### config.mk
export PLATFORM = sky130hd
export DESIGN_NAME = fp_pack_round_flat
export DESIGN_NICKNAME = d
export VERILOG_FILES = /design/src/rtl/fp_pkg.sv /design/src/rtl/fp_pack_round_if.sv /design/src/rtl/fp_round_unit.sv /design/src/rtl/fp_pack_round.sv /design/src/flat_wrapper.sv
export SDC_FILE = /design/constraint.sdc
export NUM_CORES = 1
export LEC_CHECK = 0
export BUFFER_PORTS_ARGS = -buffer_cell sky130_fd_sc_hd__buf_2
export CAP_MARGIN = 20
export CORE_MARGIN = 2
export CORE_UTILIZATION = 60
export CTS_CLUSTER_SIZE = 30
export DETAILED_ROUTE_END_ITERATION = 6
export PLACE_DENSITY = 0.87
export SKIP_CTS_REPAIR_TIMING = 1
export SYNTH_ARGS = -nofsm -noshare
export SYNTH_HDL_FRONTEND = slang
export SYNTH_SLANG_ARGS = --single-unit
### constraint.sdc
create_clock -name clk -period 7.78 [get_ports clk]
set_clock_uncertainty 0.15 [all_clocks]
set_input_delay 0.778 -clock clk [delete_from_list [all_inputs] [get_ports clk]]
set_output_delay 0.778 -clock clk [all_outputs]
set_load 0.02 [all_outputs]
### src/rtl/fp_pkg.sv
// IEEE-754 half/single format constants, rounding-mode and class enums
// shared by the result packer and its rounding unit.
package fp_pkg;

    typedef enum logic [1:0] {
        RM_RNE = 2'd0,
        RM_RTZ = 2'd1,
        RM_RUP = 2'd2,
        RM_RDN = 2'd3
    } rm_e;

    typedef enum logic [1:0] {
        CL_NUM,
        CL_ZERO,
        CL_INF,
        CL_NAN
    } cls_e;

    localparam int H_E    = 5;
    localparam int H_M    = 10;
    localparam int H_BIAS = 15;
    localparam int H_EMIN = -14;

    localparam int S_E    = 8;
    localparam int S_M    = 23;
    localparam int S_BIAS = 127;
    localparam int S_EMIN = -126;

    localparam logic [31:0] NAN_H = 32'h0000_7E00;
    localparam logic [31:0] NAN_S = 32'h7FC0_0000;

endpackage

### src/rtl/fp_pack_round_if.sv
// Valid/ready transaction bundle between the arithmetic datapath (master)
// and the result packer (slave).
interface fp_pack_round_if #(
    parameter int SIG_W = 28,
    parameter int EXP_W = 10
);
    logic             in_valid;
    logic             in_ready;
    logic             in_mode_fp;
    logic [1:0]       in_rm;
    logic             in_sign;
    logic [EXP_W-1:0] in_exp;
    logic [SIG_W-1:0] in_sig;
    logic             in_zero;
    logic             in_inf;
    logic             in_nan;
    logic             out_valid;
    logic             out_ready;
    logic [31:0]      fp_result;
    logic             out_overflow;
    logic             out_underflow;
    logic             out_inexact;

    modport master (
        output in_valid, in_mode_fp, in_rm, in_sign, in_exp, in_sig,
               in_zero, in_inf, in_nan, out_ready,
        input  in_ready, out_valid, fp_result, out_overflow, out_underflow,
               out_inexact
    );

    modport slave (
        input  in_valid, in_mode_fp, in_rm, in_sign, in_exp, in_sig,
               in_zero, in_inf, in_nan, out_ready,
        output in_ready, out_valid, fp_result, out_overflow, out_underflow,
               out_inexact
    );
endinterface

### src/rtl/fp_round_unit.sv
// Combinational mantissa rounder; half mantissas occupy the low 10 bits and
// carry out of bit 10, single mantissas carry out of bit 23.
module fp_round_unit
    import fp_pkg::*;
(
    input  logic        mode_fp_i,
    input  logic [22:0] mant_i,
    input  logic        guard_i,
    input  logic        sticky_i,
    input  logic        sign_i,
    input  rm_e         rm_i,
    output logic [22:0] mant_o,
    output logic        carry_o,
    output logic        inexact_o
);
    logic        inc;
    logic [23:0] sum;

    always_comb begin
        inexact_o = guard_i | sticky_i;
        unique case (rm_i)
            RM_RNE:  inc = guard_i & (sticky_i | mant_i[0]);
            RM_RTZ:  inc = 1'b0;
            RM_RUP:  inc = inexact_o & ~sign_i;
            default: inc = inexact_o & sign_i;
        endcase
        sum = {1'b0, mant_i} + {23'b0, inc};
        if (mode_fp_i) begin
            carry_o = sum[23];
            mant_o  = sum[22:0];
        end else begin
            carry_o = sum[10];
            mant_o  = {13'b0, sum[9:0]};
        end
    end
endmodule

### src/rtl/fp_pack_round.sv
// Two-stage IEEE-754 half/single result packer: S1 classifies and prepares
// exponent/shift, S2 denormalises, rounds, saturates and packs.
module fp_pack_round
    import fp_pkg::*;
#(
    parameter int SIG_W = 28,
    parameter int EXP_W = 10
) (
    input  logic           clk,
    input  logic           rst_n,
    fp_pack_round_if.slave bus
);
    localparam int XW = EXP_W + 1;

    logic                 s1_valid_q, s1_mode_q, s1_sign_q, s1_sub_q;
    rm_e                  s1_rm_q;
    cls_e                 s1_cls_q, cls_d;
    logic [SIG_W-1:0]     s1_sig_q;
    logic signed [XW-1:0] s1_bexp_q, bexp_d;
    logic [4:0]           s1_shamt_q, shamt_d;
    logic                 sub_d, s1_adv;
    logic signed [XW-1:0] exp_x, emin_x, bias_x, diff_x;

    logic                 out_valid_q, ovf_q, unf_q, inx_q;
    logic [31:0]          result_q, res_d;
    logic                 ovf_d, unf_d, inx_d;

    logic [SIG_W-1:0]     shifted, lost_mask, low_mask;
    logic [22:0]          mant, mant_r, m_f;
    logic                 guard, sticky, carry, inexact_r, ovf, to_inf;
    logic [7:0]           e_f;
    logic signed [XW-1:0] exp_r, exp_max;

    assign s1_adv       = ~out_valid_q | bus.out_ready;
    assign bus.in_ready = ~s1_valid_q | s1_adv;

    always_comb begin
        exp_x   = {bus.in_exp[EXP_W-1], bus.in_exp};
        emin_x  = bus.in_mode_fp ? XW'(S_EMIN) : XW'(H_EMIN);
        bias_x  = bus.in_mode_fp ? XW'(S_BIAS) : XW'(H_BIAS);
        diff_x  = emin_x - exp_x;
        sub_d   = exp_x < emin_x;
        bexp_d  = sub_d ? '0 : exp_x + bias_x;
        shamt_d = '0;
        // Shifts past M+2 put the hidden 1 entirely into sticky, so saturate there
        if (sub_d) begin
            if (bus.in_mode_fp)
                shamt_d = (diff_x > XW'(S_M + 2)) ? 5'(S_M + 2) : diff_x[4:0];
            else
                shamt_d = (diff_x > XW'(H_M + 2)) ? 5'(H_M + 2) : diff_x[4:0];
        end
        if (bus.in_nan)       cls_d = CL_NAN;
        else if (bus.in_inf)  cls_d = CL_INF;
        else if (bus.in_zero) cls_d = CL_ZERO;
        else                  cls_d = CL_NUM;
    end

    always_ff @(posedge clk or negedge rst_n) begin
        if (!rst_n) begin
            s1_valid_q <= 1'b0;
            s1_mode_q  <= 1'b0;
            s1_sign_q  <= 1'b0;
            s1_sub_q   <= 1'b0;
            s1_rm_q    <= RM_RNE;
            s1_cls_q   <= CL_NUM;
            s1_sig_q   <= '0;
            s1_bexp_q  <= '0;
            s1_shamt_q <= '0;
        end else if (bus.in_ready) begin
            s1_valid_q <= bus.in_valid;
            if (bus.in_valid) begin
                s1_mode_q  <= bus.in_mode_fp;
                s1_sign_q  <= bus.in_sign;
                s1_sub_q   <= sub_d;
                s1_rm_q    <= rm_e'(bus.in_rm);
                s1_cls_q   <= cls_d;
                s1_sig_q   <= bus.in_sig;
                s1_bexp_q  <= bexp_d;
                s1_shamt_q <= shamt_d;
            end
        end
    end

    always_comb begin
        shifted   = s1_sig_q >> s1_shamt_q;
        lost_mask = ~({SIG_W{1'b1}} << s1_shamt_q);
        if (s1_mode_q) begin
            mant     = shifted[SIG_W-2 -: 23];
            guard    = shifted[SIG_W-25];
            low_mask = ~({SIG_W{1'b1}} << (SIG_W - 25));
        end else begin
            mant     = {13'b0, shifted[SIG_W-2 -: 10]};
            guard    = shifted[SIG_W-12];
            low_mask = ~({SIG_W{1'b1}} << (SIG_W - 12));
        end
        sticky = (|(s1_sig_q & lost_mask)) | (|(shifted & low_mask));
    end

    fp_round_unit u_round (
        .mode_fp_i (s1_mode_q),
        .mant_i    (mant),
        .guard_i   (guard),
        .sticky_i  (sticky),
        .sign_i    (s1_sign_q),
        .rm_i      (s1_rm_q),
        .mant_o    (mant_r),
        .carry_o   (carry),
        .inexact_o (inexact_r)
    );

    always_comb begin
        // Subnormals carry into biased exponent 1, i.e. the smallest normal
        exp_r   = s1_bexp_q + {{(XW-1){1'b0}}, carry};
        exp_max = s1_mode_q ? XW'(255) : XW'(31);
        ovf     = exp_r >= exp_max;
        to_inf  = (s1_rm_q == RM_RNE) | ((s1_rm_q == RM_RUP) & ~s1_sign_q) |
                  ((s1_rm_q == RM_RDN) & s1_sign_q);
        if (ovf) begin
            e_f = s1_mode_q ? (to_inf ? 8'hFF : 8'hFE) : (to_inf ? 8'h1F : 8'h1E);
            m_f = to_inf ? '0 : '1;
        end else begin
            e_f = exp_r[7:0];
            m_f = mant_r;
        end
        res_d = s1_mode_q ? {s1_sign_q, e_f, m_f}
                          : {16'b0, s1_sign_q, e_f[4:0], m_f[9:0]};
        ovf_d = ovf;
        inx_d = inexact_r | ovf;
        unf_d = s1_sub_q & inexact_r;
        unique case (s1_cls_q)
            CL_NAN: begin
                res_d = s1_mode_q ? NAN_S : NAN_H;
                {ovf_d, unf_d, inx_d} = '0;
            end
            CL_INF: begin
                res_d = s1_mode_q ? {s1_sign_q, 8'hFF, 23'b0} : {16'b0, s1_sign_q, 5'h1F, 10'b0};
                {ovf_d, unf_d, inx_d} = '0;
            end
            CL_ZERO: begin
                res_d = s1_mode_q ? {s1_sign_q, 31'b0} : {16'b0, s1_sign_q, 15'b0};
                {ovf_d, unf_d, inx_d} = '0;
            end
            default: ;
        endcase
    end

    always_ff @(posedge clk or negedge rst_n) begin
        if (!rst_n) begin
            out_valid_q <= 1'b0;
            result_q    <= '0;
            ovf_q       <= 1'b0;
            unf_q       <= 1'b0;
            inx_q       <= 1'b0;
        end else if (s1_adv) begin
            out_valid_q <= s1_valid_q;
            if (s1_valid_q) begin
                result_q <= res_d;
                ovf_q    <= ovf_d;
                unf_q    <= unf_d;
                inx_q    <= inx_d;
            end
        end
    end

    assign bus.out_valid     = out_valid_q;
    assign bus.fp_result     = result_q;
    assign bus.out_overflow  = ovf_q;
    assign bus.out_underflow = unf_q;
    assign bus.out_inexact   = inx_q;
endmodule

### src/flat_wrapper.sv
// flat-port wrapper written by rule: the top's interface ports become plain ports
module fp_pack_round_flat import fp_pkg::*;
#(
    parameter int SIG_W = 28,
    parameter int EXP_W = 10
)
  (clk, rst_n, bus_in_valid, bus_in_mode_fp, bus_in_rm, bus_in_sign, bus_in_exp, bus_in_sig, bus_in_zero, bus_in_inf, bus_in_nan, bus_out_ready, bus_in_ready, bus_out_valid, bus_fp_result, bus_out_overflow, bus_out_underflow, bus_out_inexact);
  fp_pack_round_if #(.SIG_W(SIG_W), .EXP_W(EXP_W)) bus_i ();
  input  logic clk;
  input  logic rst_n;
  input wire logic [$bits(bus_i.in_valid)-1:0] bus_in_valid;
  input wire logic [$bits(bus_i.in_mode_fp)-1:0] bus_in_mode_fp;
  input wire logic [$bits(bus_i.in_rm)-1:0] bus_in_rm;
  input wire logic [$bits(bus_i.in_sign)-1:0] bus_in_sign;
  input wire logic [$bits(bus_i.in_exp)-1:0] bus_in_exp;
  input wire logic [$bits(bus_i.in_sig)-1:0] bus_in_sig;
  input wire logic [$bits(bus_i.in_zero)-1:0] bus_in_zero;
  input wire logic [$bits(bus_i.in_inf)-1:0] bus_in_inf;
  input wire logic [$bits(bus_i.in_nan)-1:0] bus_in_nan;
  input wire logic [$bits(bus_i.out_ready)-1:0] bus_out_ready;
  output wire logic [$bits(bus_i.in_ready)-1:0] bus_in_ready;
  output wire logic [$bits(bus_i.out_valid)-1:0] bus_out_valid;
  output wire logic [$bits(bus_i.fp_result)-1:0] bus_fp_result;
  output wire logic [$bits(bus_i.out_overflow)-1:0] bus_out_overflow;
  output wire logic [$bits(bus_i.out_underflow)-1:0] bus_out_underflow;
  output wire logic [$bits(bus_i.out_inexact)-1:0] bus_out_inexact;
  assign bus_i.in_valid = bus_in_valid;
  assign bus_i.in_mode_fp = bus_in_mode_fp;
  assign bus_i.in_rm = bus_in_rm;
  assign bus_i.in_sign = bus_in_sign;
  assign bus_i.in_exp = bus_in_exp;
  assign bus_i.in_sig = bus_in_sig;
  assign bus_i.in_zero = bus_in_zero;
  assign bus_i.in_inf = bus_in_inf;
  assign bus_i.in_nan = bus_in_nan;
  assign bus_i.out_ready = bus_out_ready;
  assign bus_in_ready = bus_i.in_ready;
  assign bus_out_valid = bus_i.out_valid;
  assign bus_fp_result = bus_i.fp_result;
  assign bus_out_overflow = bus_i.out_overflow;
  assign bus_out_underflow = bus_i.out_underflow;
  assign bus_out_inexact = bus_i.out_inexact;
  fp_pack_round #(.SIG_W(SIG_W), .EXP_W(EXP_W)) u_core (.clk(clk), .rst_n(rst_n), .bus(bus_i));
endmodule
* Word-level counts from Yosys, hierarchy flattened
Cells that the tools add are included.
** Storage, ports and cells
- Register bits after elaboration :: 88
- Input bits :: 49
- Output and inout port bits :: 37
- Logic and storage cells :: 87
** Operators by class
- Add/subtract/negate cells :: 4
- $lt $le $gt $ge :: 4
- Equal/unequal tests :: 6
- Shift-type cells :: 2
- Mux-type cells :: 31
- Bitwise operators :: 20
- Reduce and logical (&&, ||, !) cells :: 6
** Operator list (count)
- 32-bit two-way mux :: 3
- 32-bit case mux with 3 select lines :: 1
- 23-bit two-way mux :: 4
- 28-bit OR reduction :: 2
- 31-bit two-way mux :: 1
- 28-bit by 16-bit bitwise AND with 28-bit output :: 1
- 28-bit bitwise AND :: 1
- 28-bit inverter :: 1
- 28-bit by 5-bit << shifter with 28-bit output, first input constant :: 1
- 28-bit by 5-bit right shift with 28-bit output :: 1
- 23-bit by 1-bit adder with 24-bit output :: 1
- 8-bit two-way mux :: 3
- 5-bit two-way mux :: 4
- 16-bit two-way mux :: 1
- 7-bit two-way mux :: 2
- 10-bit by 8-bit adder with 11-bit output :: 1
- 11-bit by 1-bit adder with 11-bit output :: 1
- 11-bit >= comparator :: 1
- 11-bit by 5-bit greater-than comparator with 1-bit output, second input constant :: 1
- 11-bit by 6-bit greater-than comparator with 1-bit output, second input constant :: 1
- 11-bit two-way mux :: 1
- 8-bit by 10-bit subtractor with 11-bit output :: 1
- 10-bit by 8-bit < comparator with 1-bit output :: 1
- 2-bit equality test, second input constant :: 4
- 10 further kinds :: 34

* Longest topological paths before layout
Gate-level depths: netlist (run 1).
- Word-level depth :: 15
- Depth in mapped cells :: 36
- Gate-level depth less buffers :: 28

* Cells and area by module
Synthesis (run 1) repeated with hierarchy kept, for this count alone.
** Second synthesis, totals
- Cells, all modules :: 801
- Area total of the unflattened synthesis :: 6932.9 um^2
** Modules (own cells, without submodules)
- fp_pack_round :: times used 1, cells each 708, area an instance 6353.6 um^2, seq. area each 2202.1 um^2
- fp_round_unit :: times used 1, cells each 93, area an instance 579.3 um^2, seq. area each 0.0 um^2

* Worst setup path before layout (run 1)
Ideal clock, no wire load.
- Path kind :: register to register
- Start :: reg u_core.s1_shamt_q[1]
- End :: reg u_core.result_q[16] (netlist: u_core.bus.fp_result[16])
- Setup time :: 69 ps
- Arrival :: 6683 ps
- Required time :: 7561 ps
- Setup slack :: 878 ps
- Cell stages (with the launch flop) :: 34
- Buffers on the path :: 6
- Period minus slack after synthesis :: 6902 ps
- Path through :: dfrtp_1 buf_6 buf_6 buf_4 buf_4 mux2i_1 mux2i_1 mux4_2 mux2_2 nor4_1 o2111ai_1 a21oi_1 a21oi_1 ha_1 ha_1 inv_1 or4_1 buf_6 nor3_1 a31oi_1 nor3_1 ha_1 and2_1 nand4_1 xnor2_1 ha_1 nand4_1 or4_1 o211ai_1 a221oi_1 or3_1 clkbuf_1 nor4_1 a221o_1
** On the way
- Longest elaborated chain between the ends :: 15
- Elaborated cells on any way between the ends :: 24
- Those cells by class :: 2 x add/sub; 1 x order compare; 2 x shift; 8 x mux; 9 x bitwise; 2 x reduce/logical
** RTL lines
- from (decl) :: line fp_pack_round.sv:20 : logic [4:0] s1_shamt_q, shamt_d;
- from (signal assigned) :: line fp_pack_round.sv:79 : s1_shamt_q <= shamt_d;
- 28-bit by 5-bit << shifter with 28-bit output :: line fp_pack_round.sv:86 : lost_mask = ~({SIG_W{1'b1}} << s1_shamt_q);
- 28-bit inverter :: line fp_pack_round.sv:86
- 28-bit bitwise AND :: line fp_pack_round.sv:96 : sticky = (|(s1_sig_q & lost_mask)) | (|(shifted & low_mask));
- 28-bit OR reduction :: line fp_pack_round.sv:96
- 1-bit OR :: line fp_pack_round.sv:96
- 1-bit OR, on equally long branches :: line fp_round_unit.sv:20, fp_round_unit.sv:22
- 1-bit bitwise AND, on equally long branches :: line fp_round_unit.sv:25, fp_round_unit.sv:22, fp_round_unit.sv:24
- 1-bit case mux with 3 select lines :: line fp_round_unit.sv:21 : unique case (rm_i)
- 23-bit by 1-bit adder with 24-bit output * :: line fp_round_unit.sv:27 : sum = {1'b0, mant_i} + {23'b0, inc};
- 1-bit two-way mux :: line fp_round_unit.sv:28 : if (mode_fp_i) begin
- 11-bit by 1-bit adder with 11-bit output :: line fp_pack_round.sv:113 : exp_r = s1_bexp_q + {{(XW-1){1'b0}}, carry};
- 11-bit >= comparator :: line fp_pack_round.sv:115 : ovf = exp_r >= exp_max;
- 23-bit two-way mux * :: line fp_pack_round.sv:118 : if (ovf) begin
- 32-bit two-way mux * :: line fp_pack_round.sv:125 : res_d = s1_mode_q ? {s1_sign_q, e_f, m_f}
- 32-bit case mux with 3 select lines * :: line fp_pack_round.sv:130 : unique case (s1_cls_q)
- to (signal assigned) :: line fp_pack_round.sv:157 : result_q <= res_d;
- to (decl) :: line fp_pack_round.sv:25 : logic [31:0] result_q, res_d;
Mark *: on every way between the ends. The rest lies on a longest branch, timed or not.
A chain may end at the register's enable or synchronous reset.

* Final worst setup path (run 1)
- Start :: reg u_core.s1_shamt_q[1]
- End :: reg u_core.result_q[11] (netlist: u_core.bus.fp_result[11])
** On the way
- Longest elaborated chain between the ends :: 15
- Elaborated cells on any way between the ends :: 25
- Those cells by class :: 2 x add/sub; 1 x order compare; 2 x shift; 9 x mux; 9 x bitwise; 2 x reduce/logical
** RTL lines (line)
- 28-bit by 5-bit << shifter with 28-bit output :: fp_pack_round.sv:86
- 28-bit inverter :: fp_pack_round.sv:86
- 28-bit bitwise AND :: fp_pack_round.sv:96
- 28-bit OR reduction :: fp_pack_round.sv:96
- 1-bit OR :: fp_pack_round.sv:96
- 1-bit OR, on equally long branches :: fp_round_unit.sv:20, fp_round_unit.sv:22
- 1-bit bitwise AND, on equally long branches :: fp_round_unit.sv:25, fp_round_unit.sv:22, fp_round_unit.sv:24
- 1-bit case mux with 3 select lines :: fp_round_unit.sv:21
- 23-bit by 1-bit adder with 24-bit output * :: fp_round_unit.sv:27
- 1-bit two-way mux :: fp_round_unit.sv:28
- 11-bit by 1-bit adder with 11-bit output :: fp_pack_round.sv:113
- 11-bit >= comparator :: fp_pack_round.sv:115
- 8-bit two-way mux / 23-bit two-way mux (equally long branches) :: fp_pack_round.sv:118
- 32-bit two-way mux * :: fp_pack_round.sv:125
- 32-bit case mux with 3 select lines * :: fp_pack_round.sv:130
Marked as above.

==> impl_metrics.env, run 1 <==
export IMPL_start_util=0.620
export IMPL_viasPerCell=6.70
export IMPL_status="finished, violations left"
export IMPL_syn_num_nets=899
export IMPL_wl_per_cell_um=20.0
export IMPL_drv_cap=0
export IMPL_place_congestion=1.07
export IMPL_path_delay_family="simple AND/OR/NAND/NOR gates"
export IMPL_synth_yosys_warnings=0
export IMPL_r2r_start="u_core.s1_shamt_q[1]"
export IMPL_critPathMaxFanout=23
export IMPL_via_count=7177
export IMPL_cts_sinks=88
export IMPL_clock_latency_ns=0.34
export IMPL_violations="DRC"
export IMPL_grt_pass1_wl_um=34600
export IMPL_root_buffer="clkbuf_16"
export IMPL_yosys_area_share_adder=0.0300
export IMPL_postRouteAntennaNets=0
export IMPL_ys_seq_area_frac=0.293
export IMPL_grt_max_degree=89
export IMPL_synthXorXnorAreaFrac=0.0327
export IMPL_fmax_ghz=0.139
export IMPL_tns_ns=0
export IMPL_dp_hpwl_um=15500
export IMPL_fp_dieH_um=116
export IMPL_internal_power_w=0.00120
export IMPL_path_clk_slew_ns=0.06
export IMPL_die_w_um=116
export IMPL_dieArea_mm2=0.0134
export IMPL_synth_enable_flop_cells=0
export IMPL_cts_buffer_depth=2
export IMPL_grt_pass1_vias=6662
export IMPL_synth_mux_area_frac=0.183
export IMPL_synthTopCellsByArea="dfrtp_1, mux2_2, mux4_2"
export IMPL_ys_ff_latch=88
export IMPL_maxSlewViolCount=0
export IMPL_timing_final_crit_share=0.926
export IMPL_hold_viol=0
export IMPL_path_class="flop to flop"
export IMPL_overflow=0
export IMPL_crit_path_start_kind="flop"
export IMPL_critPathMaxStageDelay_ns=0.65
export IMPL_antenna_found_initial=0
export IMPL_syn_area_mm2=0.00751
export IMPL_r2r_end="u_core.bus.fp_result[11]"
export IMPL_drt_first_iter_violations=845
export IMPL_synth_top_area_share=0.293
export IMPL_p_clk_frac=0.231
export IMPL_leakagePower_nw=3.45
export IMPL_core_area_mm2=0.0121
export IMPL_synth_compound_area_frac=0.201
export IMPL_wl_um=21400
export IMPL_crit_start="u_core.s1_shamt_q[1]"
export IMPL_cts_htree_levels=3
export IMPL_regArea_mm2=0.00221
export IMPL_drc=14
export IMPL_cellPowerDensity_mw_per_mm2=246
export IMPL_synth_flop_cell="dfrtp_1"
export IMPL_worstSetupEndpointType="flop"
export IMPL_critPathMostFrequentCell="ha_1"
export IMPL_final_nets=965
export IMPL_combinationalPowerShare=0.453
export IMPL_multiInputGateArea_mm2=0.00496
export IMPL_ir_drop_mv=0.142
export IMPL_port_buffers=85
export IMPL_worstPathBufferInverterCount=3
export IMPL_synth_top_family_by_area="simple AND/OR/NAND/NOR gates"
export IMPL_slowest_stage="dfrtp_4"
export IMPL_first_pass_iters=7
export IMPL_synth_simple_area_share=0.210
export IMPL_switchingPower_w=0.000861
export IMPL_rrSetupSlack_ns=0.58
export IMPL_synthCells=832
export IMPL_diodes=0
export IMPL_cp_required_ns=7.86
export IMPL_rr_worst_depth=30
export IMPL_synth_top_area_cell="dfrtp_1"
export IMPL_cts_buffers=9
export IMPL_syn2layout_area_growth_pct=12.0
export IMPL_swShare=0.417
export IMPL_synth_distinct_cells=88
export IMPL_hp_class="input port to asynchronous set/reset pin"
export IMPL_fin_crit_ns=7.20
export IMPL_rows=40
export IMPL_worst_slew_pin_slew_ns=1.00
export IMPL_rsz0062_at_grt="false"
export IMPL_drive_gt1_frac=0.246
export IMPL_track_usage=0.328
export IMPL_slew_headroom=0.331
export IMPL_finalSetupViolations=0
export IMPL_p_seq_frac=0.316
export IMPL_critPathArrivalTime_ns=7.28
export IMPL_fin_util=0.694
export IMPL_syn_avg_cell_area_um2=9.03
export IMPL_fillers=992
export IMPL_async_flop_share=1.00
export IMPL_cts_tree="yes"
export IMPL_ioPinCount=86
[cell usage after synthesis, drive strengths merged, types with 6 or more instances]
cell and n:
nand4 13, clkbuf 32, mux4 22, o22ai 7, o21a 7, nand3 14, nor2b 16, mux2 46
nor4 16, nand2 97, a211oi 7, nand2b 10, a21oi 42, o211ai 7, xnor2 18, nor3 29
a2111oi 6, o31ai 17, inv 21, nor2 62, o21ai 52, xor2 10, mux2i 36, dfrtp 88
a221o 6, ha 18, a31oi 11, buf 21
[power by group through the flow]
stage | combinational (W) | clock, W | sequential (W)
finish | 0.000935 | 0.000478 | 0.000651
global route | 0.00101 | 0.000501 | 0.000664
CTS | 0.000905 | 0.000482 | 0.000646
detailed placement | 0.000897 | 0 | 0.000654
global placement | 0.000889 | 0 | 0.000650
floorplan | 0.000622 | 0 | 0.000663
[flip-flops by register name, summed over array words and instances (netlist names), 2 cells and up]
name / flops
u_core.s1_bexp_q: 11
u_core.s1_rm_q: 2
u_core.bus.fp_result: 32
u_core.s1_shamt_q: 5
u_core.s1_sig_q: 28
u_core.s1_cls_q: 2
[layout make-up]
cell class / instances / share of cell area
clock buffers: 12 / 0.0293
clock inverters: 4 / 0.00908
inverters: 22 / 0.00982
multi-input cells: 669 / 0.590
flip-flops and latches: 88 / 0.263
well taps: 168 / 0.0250
repair buffers: 108 / 0.0744
[per-layer routing]
layer	global-route usage	wire, µm	vias to the layer above
li1	-	-	3269
met1	0.457	8810	3377
met2	0.496	9630	448
met3	0.0753	2180	83
met4	0.137	777	0
met5	0	0	-
[stage by stage]
step,cell area (µm²),hold slack (ns),total power (W),instances,worst slack (ns)
2_1_floorplan,7510,0.297,0.00129,832,0.878
3_3_place_gp,8050,0.308,0.00154,1054,0.545
3_5_place_dp,8050,0.318,0.00155,1054,0.274
4_1_cts,8370,0.332,0.00203,1070,0.230
5_1_grt,8410,0.305,0.00217,1071,0.0683
6_report,8410,0.266,0.00206,1071,0.575
[cells in the final DEF, fill, tap and decap left out, drive strengths merged, types with 10 or more instances in the layout]
cell / instances
nand3: 14
mux2i: 36
nor2: 62
o31ai: 17
nand2: 97
nand4: 13
nor3: 29
mux2: 46
nor2b: 16
o21ai: 52
a21oi: 42
nor4: 16
a31oi: 11
clkbuf: 12
buf: 108
dfrtp: 88
xor2: 10
nand2b: 10
ha: 18
xnor2: 18
inv: 22
mux4: 22
[how the worst max path moves through the flow]
stage                                to  slack [ns]  depth (start not counted)
2_1_floorplan  u_core.bus.fp_result[16]        0.88                         33
3_3_place_gp   u_core.bus.fp_result[10]        0.55                         29
3_5_place_dp    u_core.bus.fp_result[8]        0.27                         30
4_1_cts         u_core.bus.fp_result[8]        0.23                         30
5_1_grt        u_core.bus.fp_result[11]        0.07                         30
6_report       u_core.bus.fp_result[11]        0.58                         30
[cells by family after synthesis]
| family | after synthesis |
|---|---|
| muxes | 104 |
| buffers and inverters | 75 |
| and+or+nand+nor | 301 |
| AOI/OAI and AO/OA | 218 |
| adders and majority gates | 18 |
| DFF | 88 |
| xor gates and xnor gates | 28 |
Power figures use the tool's default switching activity.
==> run 2: changes to the inputs <==
Settings changed: CORE_MARGIN 2 to default.
==> impl_metrics.env, run 2 (synthesized netlist as in run 1, its figures left out) <==
export IMPL_maxSlewViolCount=0
export IMPL_regArea_mm2=0.00221
export IMPL_worst_slack_ns=0.440
export IMPL_hold_ws_ns=0.195
export IMPL_critPathArrivalTime_ns=7.46
export IMPL_core_area_mm2=0.0121
export IMPL_cts_tree="yes"
export IMPL_dp_hpwl_um=15400
export IMPL_overflow=0
export IMPL_place_congestion=1.03
export IMPL_dpl_cell_area_mm2=0.00806
export IMPL_start_util=0.620
export IMPL_p_clk_frac=0.222
export IMPL_rsz0062_at_grt="false"
export IMPL_slew_headroom=0.389
export IMPL_layout_commonest_cell="nand2_1"
export IMPL_wl_um=21100
export IMPL_combinationalPowerShare=0.458
export IMPL_cts_htree_levels=3
export IMPL_cts_buffers=9
export IMPL_drive_gt1_frac=0.248
export IMPL_first_pass_iters=5
export IMPL_syn2layout_area_growth_pct=11.6
export IMPL_final_nets=968
export IMPL_slowest_stage="dfrtp_4"
export IMPL_fin_crit_ns=7.34
export IMPL_antenna_found_initial=0
export IMPL_multiInputGateArea_mm2=0.00495
export IMPL_cellPowerDensity_mw_per_mm2=243
export IMPL_final_cell_mix="nand2_1, dfrtp_1, buf_2"
export IMPL_diodes=0
export IMPL_pre_cts_slack_ns=0.359
export IMPL_drv_cap=0
export IMPL_worst_slew_pin_slew_ns=0.916
export IMPL_viasPerCell=6.68
export IMPL_fin_area_mm2=0.00838
export IMPL_via_count=7176
export IMPL_cts_buffer_depth=2
export IMPL_path_clk_slew_ns=0.07
export IMPL_critPathMaxFanout=29
export IMPL_status="completed"
export IMPL_dieArea_mm2=0.0130
export IMPL_leakagePower_nw=3.44
export IMPL_grt_pass1_vias=6717
export IMPL_fp_dieH_um=114
export IMPL_tns_ns=0
export IMPL_finalSetupViolations=0
export IMPL_track_usage=0.346
export IMPL_cp_required_ns=7.90
export IMPL_path_delay_family="compound AO/OA/AOI/OAI gates"
export IMPL_drt_first_iter_violations=840
export IMPL_rows=40
export IMPL_fmax_ghz=0.136
export IMPL_ir_drop_mv=0.106
export IMPL_fillers=1008
export IMPL_die_w_um=114
export IMPL_hold_viol=0
export IMPL_instances_no_fill=1074
export IMPL_timing_final_crit_share=0.943
export IMPL_postRouteAntennaNets=0
export IMPL_crit_path_start_kind="flop"
export IMPL_worstSetupEndpointType="flop"
export IMPL_critPathMaxStageDelay_ns=0.68
export IMPL_worstPathBufferInverterCount=3
export IMPL_hp_class="input port to asynchronous set/reset pin"
export IMPL_root_buffer="clkbuf_16"
export IMPL_wl_per_cell_um=19.7
export IMPL_path_class="flop to flop"
export IMPL_swShare=0.427
export IMPL_critPathMostFrequentCell="ha_1"
export IMPL_grt_max_degree=68
export IMPL_p_seq_frac=0.320
export IMPL_grt_pass1_wl_um=35100
export IMPL_ioPinCount=86
export IMPL_cts_sinks=88
export IMPL_clock_latency_ns=0.36
export IMPL_rrSetupSlack_ns=0.44
export IMPL_dp_cells=1058
export IMPL_internal_power_w=0.00117
export IMPL_drc=0
export IMPL_port_buffers=85
export IMPL_switchingPower_w=0.000868
export IMPL_largest_reg_flops=32
-- run 2: cell count changes in the layout (fill, tap and decap cells not counted), moves of 2 or more --
cell	before	now
buf_4	22	26
buf_12	2	0
clkbuf_1	2	0
inv_6	1	3
-- run 2: layout make-up --
| cell class | count | share of cell area |
|---|---|---|
| Multi-Input combinational cell | 669 | 0.591 |
| Sequential cell | 88 | 0.264 |
| Timing Repair Buffer | 111 | 0.0748 |
| Clock buffer | 9 | 0.0269 |
| Tap cell | 168 | 0.0251 |
| Inverter | 22 | 0.00985 |
| Clock inverter | 7 | 0.00926 |
-- run 2: path summary, 6_finish.rpt --
kind / endpoint / cells past startpoint / start
max reg2reg: u_core.bus.fp_result[12] / 30 / u_core.s1_shamt_q[1]
min: u_core.bus.fp_result[16] / 1 / rst_n
min in group clk: u_core.bus.fp_result[5] / 2 / u_core.bus.fp_result[5]
max in group asynchronous: u_core.s1_shamt_q[2] / 2 / rst_n
max: u_core.bus.fp_result[12] / 30 / u_core.s1_shamt_q[1]
min reg2reg: u_core.bus.fp_result[5] / 2 / u_core.bus.fp_result[5]
-- run 2: per-stage QoR --
stage | utilization | total power (W)
after detailed placement | 0.666 | 0.00156
after global routing | 0.692 | 0.00214
final | 0.692 | 0.00204
after global placement | 0.666 | 0.00154
after floorplan | - | 0.00129
after CTS | 0.691 | 0.00201
-- run 2: power by group through the flow --
| stage | logic, W | registers, W | clock network [W] |
|---|---|---|---|
| finish | 0.000932 | 0.000651 | 0.000452 |
| floorplan | 0.000622 | 0.000663 | 0 |
| global route | 0.00101 | 0.000665 | 0.000471 |
| CTS | 0.000908 | 0.000647 | 0.000454 |
| detailed placement | 0.000901 | 0.000655 | 0 |
| global placement | 0.000893 | 0.000650 | 0 |
-- run 2: metal layers --
metal	part of all wire	track usage	wire length, µm	up-vias
met5	0	0	0	-
met4	0.040	0.155	840	0
met3	0.089	0.0590	1880	79
met2	0.44	0.531	9350	432
met1	0.43	0.482	9060	3389
li1	-	-	-	3276
==> run 3: changes to the inputs <==
Settings changed: ABC_AREA from default to 1.
==> impl_metrics.env, run 3 <==
export IMPL_hold_ws_ns=0.205
export IMPL_hp_class="input port to asynchronous set/reset pin"
export IMPL_syn_area_mm2=0.00695
export IMPL_p_clk_frac=0.221
export IMPL_dieArea_mm2=0.0120
export IMPL_slew_headroom=0.517
export IMPL_fin_crit_ns=6.82
export IMPL_ys_seq_area_frac=0.317
export IMPL_fin_area_mm2=0.00771
export IMPL_internal_power_w=0.00104
export IMPL_cts_tree="yes"
export IMPL_grt_pass1_vias=7032
export IMPL_path_clk_slew_ns=0.07
export IMPL_syn_avg_cell_area_um2=6.46
export IMPL_finalSetupViolations=0
export IMPL_synth_common_cells="nand2_1, nand3_1, dfrtp_1"
export IMPL_swShare=0.466
export IMPL_critPathMostFrequentCell="nand2_1"
export IMPL_syn_num_nets=1143
export IMPL_synthCells=1076
export IMPL_tns_ns=0
export IMPL_final_cell_mix="nand2_1, nand3_1, dfrtp_1"
export IMPL_syn2layout_area_growth_pct=10.8
export IMPL_status="completed"
export IMPL_postRouteAntennaNets=0
export IMPL_track_usage=0.368
export IMPL_drv_cap=0
export IMPL_cellPowerDensity_mw_per_mm2=252
export IMPL_synth_top_area_cell="dfrtp_1"
export IMPL_clock_latency_ns=0.37
export IMPL_maxSlewViolCount=0
export IMPL_cts_buffer_depth=2
export IMPL_rsz0062_at_grt="false"
export IMPL_start_util=0.628
export IMPL_ys_ff_latch=88
export IMPL_p_seq_frac=0.328
export IMPL_crit_path_start_kind="flop"
export IMPL_drive_gt1_frac=0.142
export IMPL_final_nets=1203
export IMPL_drt_first_iter_violations=902
export IMPL_critPathMaxStageDelay_ns=0.72
export IMPL_path_class="flop to flop"
export IMPL_antenna_found_initial=0
export IMPL_overflow=0
export IMPL_place_congestion=1.02
export IMPL_largest_reg_flops=32
export IMPL_grt_pass1_wl_um=33900
export IMPL_synth_yosys_warnings=0
export IMPL_critPathMaxFanout=20
export IMPL_hold_viol=0
export IMPL_leakagePower_nw=4.04
export IMPL_fp_dieH_um=110
export IMPL_combinationalPowerShare=0.451
export IMPL_switchingPower_w=0.000906
export IMPL_slowest_stage="dfrtp_1"
export IMPL_via_count=7769
export IMPL_layout_commonest_cell="nand2_1"
export IMPL_synthTopCellsByArea="dfrtp_1, nand2_1, nand3_1"
export IMPL_cts_htree_levels=3
export IMPL_port_buffers=85
export IMPL_root_buffer="clkbuf_16"
export IMPL_yosysMostFrequentCell="nand2_1"
export IMPL_synth_flop_cell="dfrtp_1"
export IMPL_path_delay_family="simple AND/OR/NAND/NOR gates"
export IMPL_ir_drop_mv=0.195
export IMPL_fmax_ghz=0.147
export IMPL_synth_enable_flop_cells=0
export IMPL_viasPerCell=6.06
export IMPL_first_pass_iters=6
export IMPL_timing_final_crit_share=0.876
export IMPL_worstPathBufferInverterCount=5
export IMPL_grt_max_degree=57
export IMPL_worst_slew_pin_slew_ns=0.725
export IMPL_drc=0
export IMPL_synth_top_area_share=0.317
export IMPL_cts_buffers=9
export IMPL_rows=38
export IMPL_die_w_um=110
export IMPL_ioPinCount=86
export IMPL_cp_required_ns=7.89
export IMPL_wl_per_cell_um=16.2
export IMPL_async_flop_share=1.00
export IMPL_cts_sinks=88
export IMPL_wl_um=20800
export IMPL_worstSetupEndpointType="flop"
export IMPL_synth_distinct_cells=50
export IMPL_critPathArrivalTime_ns=6.92
export IMPL_dpl_cell_area_mm2=0.00739
export IMPL_dp_hpwl_um=15500
export IMPL_diodes=0
export IMPL_p_total_w=0.00194
export IMPL_core_area_mm2=0.0111
## run 3: cell types whose count changed after synthesis, sizes merged, moves of 16 or more
cell and delta:
xnor2 -16, nor2b -16, nand2 +300, inv +72
mux4 -22, mux2i -36, nand3 +141, nor3 -18
mux2 -46
## run 3: kinds of logic (layout without fill, tap and decap cells)
group,count (synthesis),after routing,share of synthesized area
simple gates,676,676,0.432
buf+inv,138,203,0.0824
compound gates,136,136,0.111
flops,88,88,0.317
xor+xnor,20,20,0.0252
fa+ha+maj,18,18,0.0324
## run 3: area by class of cell
cell class | count | area (µm²)
clock buffer | 9 | 225
clock inverter | 7 | 62.6
fill | 988 | 3370
inverter | 94 | 355
multi-input combinational | 850 | 4180
sequential | 88 | 2200
tap | 140 | 175
timing repair buffer | 93 | 508
## run 3: path summary, 6_finish.rpt
path	cells past startpoint	slack, ns	from	endpoint
setup / recovery	36	0.96	u_core.s1_shamt_q[3]	u_core.bus.fp_result[11]
hold / removal	1	0.21	rst_n	u_core.s1_sig_q[19]
setup reg to reg	36	0.96	u_core.s1_shamt_q[3]	u_core.bus.fp_result[11]
hold reg to reg	2	0.32	u_core.bus.fp_result[19]	u_core.bus.fp_result[19]
max in group asynchronous	2	6.24	rst_n	u_core.bus.fp_result[29]
min in group clk	2	0.32	u_core.bus.fp_result[19]	u_core.bus.fp_result[19]
## run 3: power groups by stage
stage          registers, W  logic [W]  clock network (W)
4_1_cts            0.000634   0.000853           0.000432
3_3_place_gp       0.000641   0.000841                  0
6_report           0.000639   0.000877           0.000429
5_1_grt            0.000648   0.000969           0.000451
3_5_place_dp       0.000643   0.000846                  0
2_1_floorplan      0.000677   0.000565                  0
## run 3: worst reg2reg max path: cells and delay by family, from the launching register on
family,cells,cell delay [ns]
AO/OA/AOI/OAI,3,0.48
adder cells (fa/ha/maj),5,1.17
AND/OR/NAND/NOR,23,3.25
buffers and inverters,5,0.93
flip-flops,1,0.72
## run 3: metrics by stage
stage	setup WS (ns)	utilization	instances
2_1_floorplan	2.74	-	1076
3_5_place_dp	1.19	0.667	1264
6_report	0.963	0.696	1281
3_3_place_gp	1.35	0.667	1264
4_1_cts	1.14	0.693	1280
5_1_grt	0.427	0.696	1281
## run 3: per-layer routing
metal  wire length [µm]  track usage  vias up  share of wire
met5                  0            0        -              0
met1               8510        0.492     3560           0.41
met2               9370        0.574      472           0.45
li1                   -            -     3660              -
met4                686        0.149        0          0.033
met3               2220       0.0842       77           0.11
